**src/rtl/seq_barrel_rotator.sv**
```systemverilog
// Multi-cycle shift/rotate unit: one bit-step per clock under a start/ready/done handshake.
// Ops: ROR, ROL, SHR, SHL, ASR, plus pass-through; carry holds the last bit moved out.
module seq_barrel_rotator #(
  parameter int N  = 16,
  parameter int AW = 4
) (
  input  logic          clk,
  input  logic          reset,
  input  logic          start,
  input  logic [2:0]    op,
  input  logic [AW-1:0] amt,
  input  logic [N-1:0]  data_in,
  output logic          ready,
  output logic          busy,
  output logic          done,
  output logic [N-1:0]  result,
  output logic          carry,
  output logic          zero,
  output logic [1:0]    dbg_state
);

  localparam logic [1:0] S_IDLE = 2'd0;
  localparam logic [1:0] S_BUSY = 2'd1;
  localparam logic [1:0] S_DONE = 2'd2;

  localparam logic [2:0] OP_ROR = 3'd0;
  localparam logic [2:0] OP_ROL = 3'd1;
  localparam logic [2:0] OP_SHR = 3'd2;
  localparam logic [2:0] OP_SHL = 3'd3;
  localparam logic [2:0] OP_ASR = 3'd4;

  logic [1:0]    state;
  logic [2:0]    op_q;
  logic [AW-1:0] cnt;
  logic [N-1:0]  step_res;
  logic          step_carry;
  logic          accept;
  logic          passthru;

  // Handshake: a request is taken on any rising edge where start=1 and ready=1
  // (IDLE or DONE); start while busy is dropped, and done pulses one cycle with result valid.
  assign ready     = (state != S_BUSY);
  assign busy      = (state == S_BUSY);
  assign done      = (state == S_DONE);
  assign zero      = (result == '0);
  assign dbg_state = state;
  assign accept    = start && ready;
  assign passthru  = (op > OP_ASR);

  always_comb begin
    step_res   = result;
    step_carry = carry;
    case (op_q)
      OP_ROR: begin step_res = {result[0], result[N-1:1]};   step_carry = result[0];   end
      OP_ROL: begin step_res = {result[N-2:0], result[N-1]}; step_carry = result[N-1]; end
      OP_SHR: begin step_res = {1'b0, result[N-1:1]};        step_carry = result[0];   end
      OP_SHL: begin step_res = {result[N-2:0], 1'b0};        step_carry = result[N-1]; end
      OP_ASR: begin step_res = {result[N-1], result[N-1:1]}; step_carry = result[0];   end
      default: begin step_res = result;                      step_carry = carry;       end
    endcase
  end

  always_ff @(posedge clk or posedge reset) begin
    if (reset) begin
      state  <= S_IDLE;
      op_q   <= '0;
      cnt    <= '0;
      result <= '0;
      carry  <= 1'b0;
    end else if (accept) begin
      result <= data_in;
      carry  <= 1'b0;
      op_q   <= op;
      cnt    <= amt;
      state  <= ((amt == '0) || passthru) ? S_DONE : S_BUSY;
    end else begin
      case (state)
        S_BUSY: begin
          result <= step_res;
          carry  <= step_carry;
          cnt    <= cnt - 1'b1;
          // cnt==1 means this edge takes the final step
          if (cnt == {{(AW-1){1'b0}}, 1'b1}) state <= S_DONE;
        end
        S_DONE:  state <= S_IDLE;
        default: state <= S_IDLE;
      endcase
    end
  end

endmodule

```
**config.mk**
```make
export PLATFORM = sky130hd
export DESIGN_NAME = seq_barrel_rotator
export DESIGN_NICKNAME = d
export VERILOG_FILES = /design/src/rtl/seq_barrel_rotator.sv
export SDC_FILE = /design/constraint.sdc
export NUM_CORES = 1
export LEC_CHECK = 0
export ABC_AREA = 1
export CAP_MARGIN = 20
export CORE_MARGIN = 3
export CORE_UTILIZATION = 35
export CTS_CLUSTER_SIZE = 24
export DETAILED_ROUTE_END_ITERATION = 16
export PLACE_DENSITY = 0.64
export SYNTH_ARGS = -nofsm -noshare
export SYNTH_HDL_FRONTEND = slang
export SYNTH_SLANG_ARGS = --single-unit
```
**constraint.sdc**
```tcl
create_clock -name clk -period 2.5 [get_ports clk]
set_input_delay 0.5 -clock clk [delete_from_list [all_inputs] [get_ports clk]]
set_output_delay 0.5 -clock clk [all_outputs]
set_load 0.05 [all_outputs]
```
; Word level (Yosys, flattened, before mapping)
; Cells that the tools add are included.
[word_totals]
reg_bits = 26
input_bits = 26
out_inout_bits = 23
[classes]
addsub = 1
order_cmp = 1
eq_ne = 10
n_mux = 12
n_reduce_logical = 14
[ops]
columns = op, count
row1 = 16-bit one-hot mux with 5 select lines, 1
row2 = 16-bit 2-to-1 mux, 2
row3 = 16-bit logical NOT, 1
row4 = 2-bit 2-to-1 mux, 4
row5 = 4-bit 2-to-1 mux, 2
row6 = "3-bit by 2-bit equality test with 1-bit output, second input constant", 2
row7 = 6-bit nonzero test, 1
row8 = 5-bit nonzero test, 1
row9 = "4-bit by 1-bit equality test with 1-bit output, second input constant", 1
row10 = 4-bit logical NOT, 1
row11 = 2-bit AND reduction, 2
row12 = "4-bit by 1-bit subtractor with 4-bit output, second input constant", 1
row13 = "3-bit by 1-bit equality test with 1-bit output, second input constant", 1
row14 = "3-bit equality test, second input constant", 1
row15 = "3-bit > comparator, second input constant", 1
row16 = 3-bit logical NOT, 1
row17 = "3-bit by 1-bit != test with 1-bit output, second input constant", 1
row18 = 3-bit AND reduction, 1
row19 = 3-bit nonzero test, 1
row20 = 3-bit OR reduction, 1
row21 = "2-bit by 1-bit equality test with 1-bit output, second input constant", 1
row22 = "2-bit equality test, second input constant", 1
row23 = 1-bit 2-to-1 mux, 2
row24 = "2-bit by 1-bit != test with 1-bit output, second input constant", 1
row25 = 6 further kinds, 6

; Depth between registers and ports, before layout
[depth]
depth_word = 5
ltp_mapped = 9
ltp_nobuf = 8

; Least setup slack after synthesis
; Ideal clock, no wire load.
[synth_timing]
kind = reg-to-output
start = reg result[14]
end = out zero
arrival_ns = 1.908
slack_ns = 0.092
path_stages_with_launch = 4
cell_sequence = dfrtp_1 > nor2_1 > nand3_1 > nor3_1
[synth_via]
elab_chain_cells = 1
[synth_lines]
columns = item, line
row1 = from (decl), 16  ; output logic [N-1:0] result,
row2 = from (signal assigned), 71  ; result <= data_in;
row3 = from (signal assigned), 79  ; result <= step_res;
row4 = 16-bit logical NOT, 45  ; assign zero = (result == '0);
row5 = to (decl), 18  ; output logic zero,
; No other way between the ends.

; Final worst setup path
[layout_timing]
start = reg state[0], in the netlist dbg_state[0]
end = out busy
[layout_via]
elab_chain_cells = 1
[layout_lines]
columns = item, line
row1 = from (decl), 32  ; logic [1:0] state;
row2 = from (signal assigned), 75  ; state <= ((amt == '0) || passthru) ? S_DONE : S_BUSY;
row3 = 2-bit by 1-bit equality test with 1-bit output, 43  ; assign busy = (state == S_BUSY);
row4 = to (decl), 14  ; output logic busy,
; No other way between the ends.

==> flow_metrics.env <==
export IMPL_status="completed"
export IMPL_synth_area_sq_um=1640
export IMPL_hold_end="carry"
export IMPL_grt_pass1_wl_um=7540
export IMPL_routed_wl_um=4290
export IMPL_cts_sinks=26
export IMPL_top_level_ports=49
export IMPL_cts_path_max_buffers=2
export IMPL_final_hold_violation_count=0
export IMPL_crit_path_end_kind="primary output"
export IMPL_finalCritPeriodShare=0.902
export IMPL_period_needed_ns=2.26
export IMPL_ctsHtreeMaxLevel=1
export IMPL_ys_seq_elements=26
export IMPL_switching_share=0.551
export IMPL_drv_cap=0
export IMPL_vias_per_cell=4.86
export IMPL_setup_viol=0
export IMPL_path_clk_slew_ns=0.10
export IMPL_max_freq_mhz=443
export IMPL_io_buffers=48
export IMPL_ctsHoldBuffers=0
export IMPL_drt_first_pass_iters=4
export IMPL_ys_warn_count=0
export IMPL_rrSetupSlack_ns=0.91
export IMPL_fp_dieW_um=74.4
export IMPL_power_w=0.00338
export IMPL_worst_setup_path_type="reg2out"
export IMPL_clock_power_share=0.084
export IMPL_vdd_drop_max_uv=514
export IMPL_dieArea_sq_um=5540
export IMPL_fp_row_count=24
export IMPL_slew_violations=0
export IMPL_grt_max_degree=33
export IMPL_async_flop_share=1.00
export IMPL_tightest_slew_ns=0.562
export IMPL_ys_seq_area_frac=0.397
export IMPL_leakagePower_nw=1.08
export IMPL_grtUsageTotal=0.171
export IMPL_hold_class="reg2reg"
export IMPL_cp_max_fo=4
export IMPL_cts_root_buffer="clkbuf_8"
export IMPL_power_density_nw_per_um2=1550
export IMPL_worstHoldPathCells=2
export IMPL_synth_nets=264
export IMPL_cts_tree="yes"
export IMPL_r2r_end="result[8]"
export IMPL_detailed_place_hpwl_um=3090
export IMPL_diodes=0
export IMPL_synth_flop_cell="dfrtp_1"
export IMPL_area_delta_synth_final_pct=32.9
export IMPL_insertion_delay_ns=0.27
export IMPL_r2r_cells=7
export IMPL_antenna_found_initial=0
export IMPL_finalWeightedCongestion=0.751
export IMPL_core_area_sq_um=4440
export IMPL_drt_iter0_markers=116
export IMPL_pwr_share_seq=0.261
export IMPL_synth_edf_count=0
export IMPL_worstPathArrival_ns=1.76
export IMPL_synth_cell_types=24
export IMPL_drc=0
export IMPL_slew_headroom=0.625
export IMPL_numCtsBuffers=3
export IMPL_cp_required_ns=2.00
export IMPL_synthCells=236
export IMPL_ys_top_cells_by_area="dfrtp_1 40%, nand2_1 23%, nand3_1 7.9%"
export IMPL_hold_start="carry"
export IMPL_p_switching_w=0.00187
export IMPL_drive_gt1_frac=0.0605
export IMPL_skew_ns=0.00224
export IMPL_nets=310
export IMPL_p_int_w=0.00152
export IMPL_combPwrFrac=0.655
export IMPL_rsz0062_at_grt="no"
export IMPL_initial_core_util=0.369
export IMPL_wl_per_cell_um=12.9
export IMPL_start_kind="register"
export IMPL_postCtsSetupBuffers=0
export IMPL_synth_top_area_share=0.397
export IMPL_yosysMostFrequentCell="nand2_1"
export IMPL_ant_nets=0
export IMPL_cts_resized=0
export IMPL_r2r_start="dbg_state[1]"
export IMPL_vias=1619
export IMPL_grt_overflow=0
export IMPL_grt_pass1_vias=1649
export IMPL_tns_ns=0
export IMPL_die_h_um=74.4
export IMPL_yosysTopAreaCell="dfrtp_1"
export IMPL_syn_avg_cell_area_sq_um=6.95
export IMPL_synth_commonest_cells="101 x nand2_1, 26 x dfrtp_1, 26 x nand3_1"
-- through the flow --
stage | instance area, sq um | std cells | util | worst slack (ns) | hold slack (ns)
after floorplan | 1640 | 236 | - | 0.0921 | 0.471
after global placement | 2120 | 329 | 0.478 | 0.560 | 0.460
after detailed placement | 2120 | 329 | 0.478 | 0.544 | 0.485
after CTS | 2180 | 333 | 0.490 | 0.227 | 0.508
after global routing | 2180 | 333 | 0.490 | 0.181 | 0.531
final | 2180 | 333 | 0.490 | 0.245 | 0.496
-- flip-flops by register name, indices dropped and copies added, names as in the netlist --
name       cells
op_q           3
cnt            4
carry          1
dbg_state      2
result        16
-- cell families after synthesis --
logic type / synth area share
buf+inv: 0.0885
flops: 0.397
xor+xnor: 0.00534
simple gates: 0.439
compound gates: 0.0550
fa+ha+maj: 0.0153
-- cells in the final DEF (no fill, tap or decap), types with 3 or more instances in the layout --
master	Yosys	layout
o21ai_0	5	5
clkdlybuf4s50_1	0	47
nand2_4	4	4
nand2_1	101	101
dfrtp_1	26	26
nand4_1	3	3
or2_1	8	8
inv_1	17	17
o21ai_1	3	3
clkbuf_8	0	4
o211ai_1	3	3
nor2_1	15	15
nand3_1	26	26
inv_2	4	4
-- area by class of cell --
type	instances	area [sq um]
fillers	453	2270
multi-input cells	181	843
flip-flops and latches	26	651
repair buffers	49	485
inverters	21	78.8
well taps	52	65.1
clock buffers	4	55.1
-- worst max-delay path: stages (launching register included) --
cell	delay (ns)
dfrtp_1	0.45
inv_2	0.06
nor2_4	0.14
clkdlybuf4s50_1	0.83
-- worst max-delay path by stage --
stage | startpoint | end | slack (ns) | depth (start not counted)
after detailed placement | dbg_state[0] | busy | 0.54 | 3
after global placement | dbg_state[0] | busy | 0.56 | 3
after floorplan | result[14] | zero | 0.09 | 3
after global routing | dbg_state[0] | busy | 0.18 | 3
final | dbg_state[0] | busy | 0.24 | 3
after CTS | dbg_state[0] | busy | 0.23 | 3
-- power by group through the flow --
stage	clock [W]	combinational (W)	sequential, W
after floorplan	0	0.00120	0.00135
after global placement	0	0.00220	0.000891
after detailed placement	0	0.00223	0.000891
after CTS	0.000288	0.00223	0.000884
after global routing	0.000299	0.00249	0.000928
final	0.000283	0.00222	0.000884
-- layer usage --
| layer | vias to the layer above | wire length, um | track usage |
|---|---|---|---|
| li1 | 829 | - | - |
| met1 | 751 | 1950 | 0.239 |
| met2 | 37 | 2080 | 0.280 |
| met3 | 2 | 222 | 0.0284 |
| met4 | 0 | 30 | 0.0375 |
| met5 | - | 0 | 0 |
Note: power is estimated with default switching activity, not from simulation.
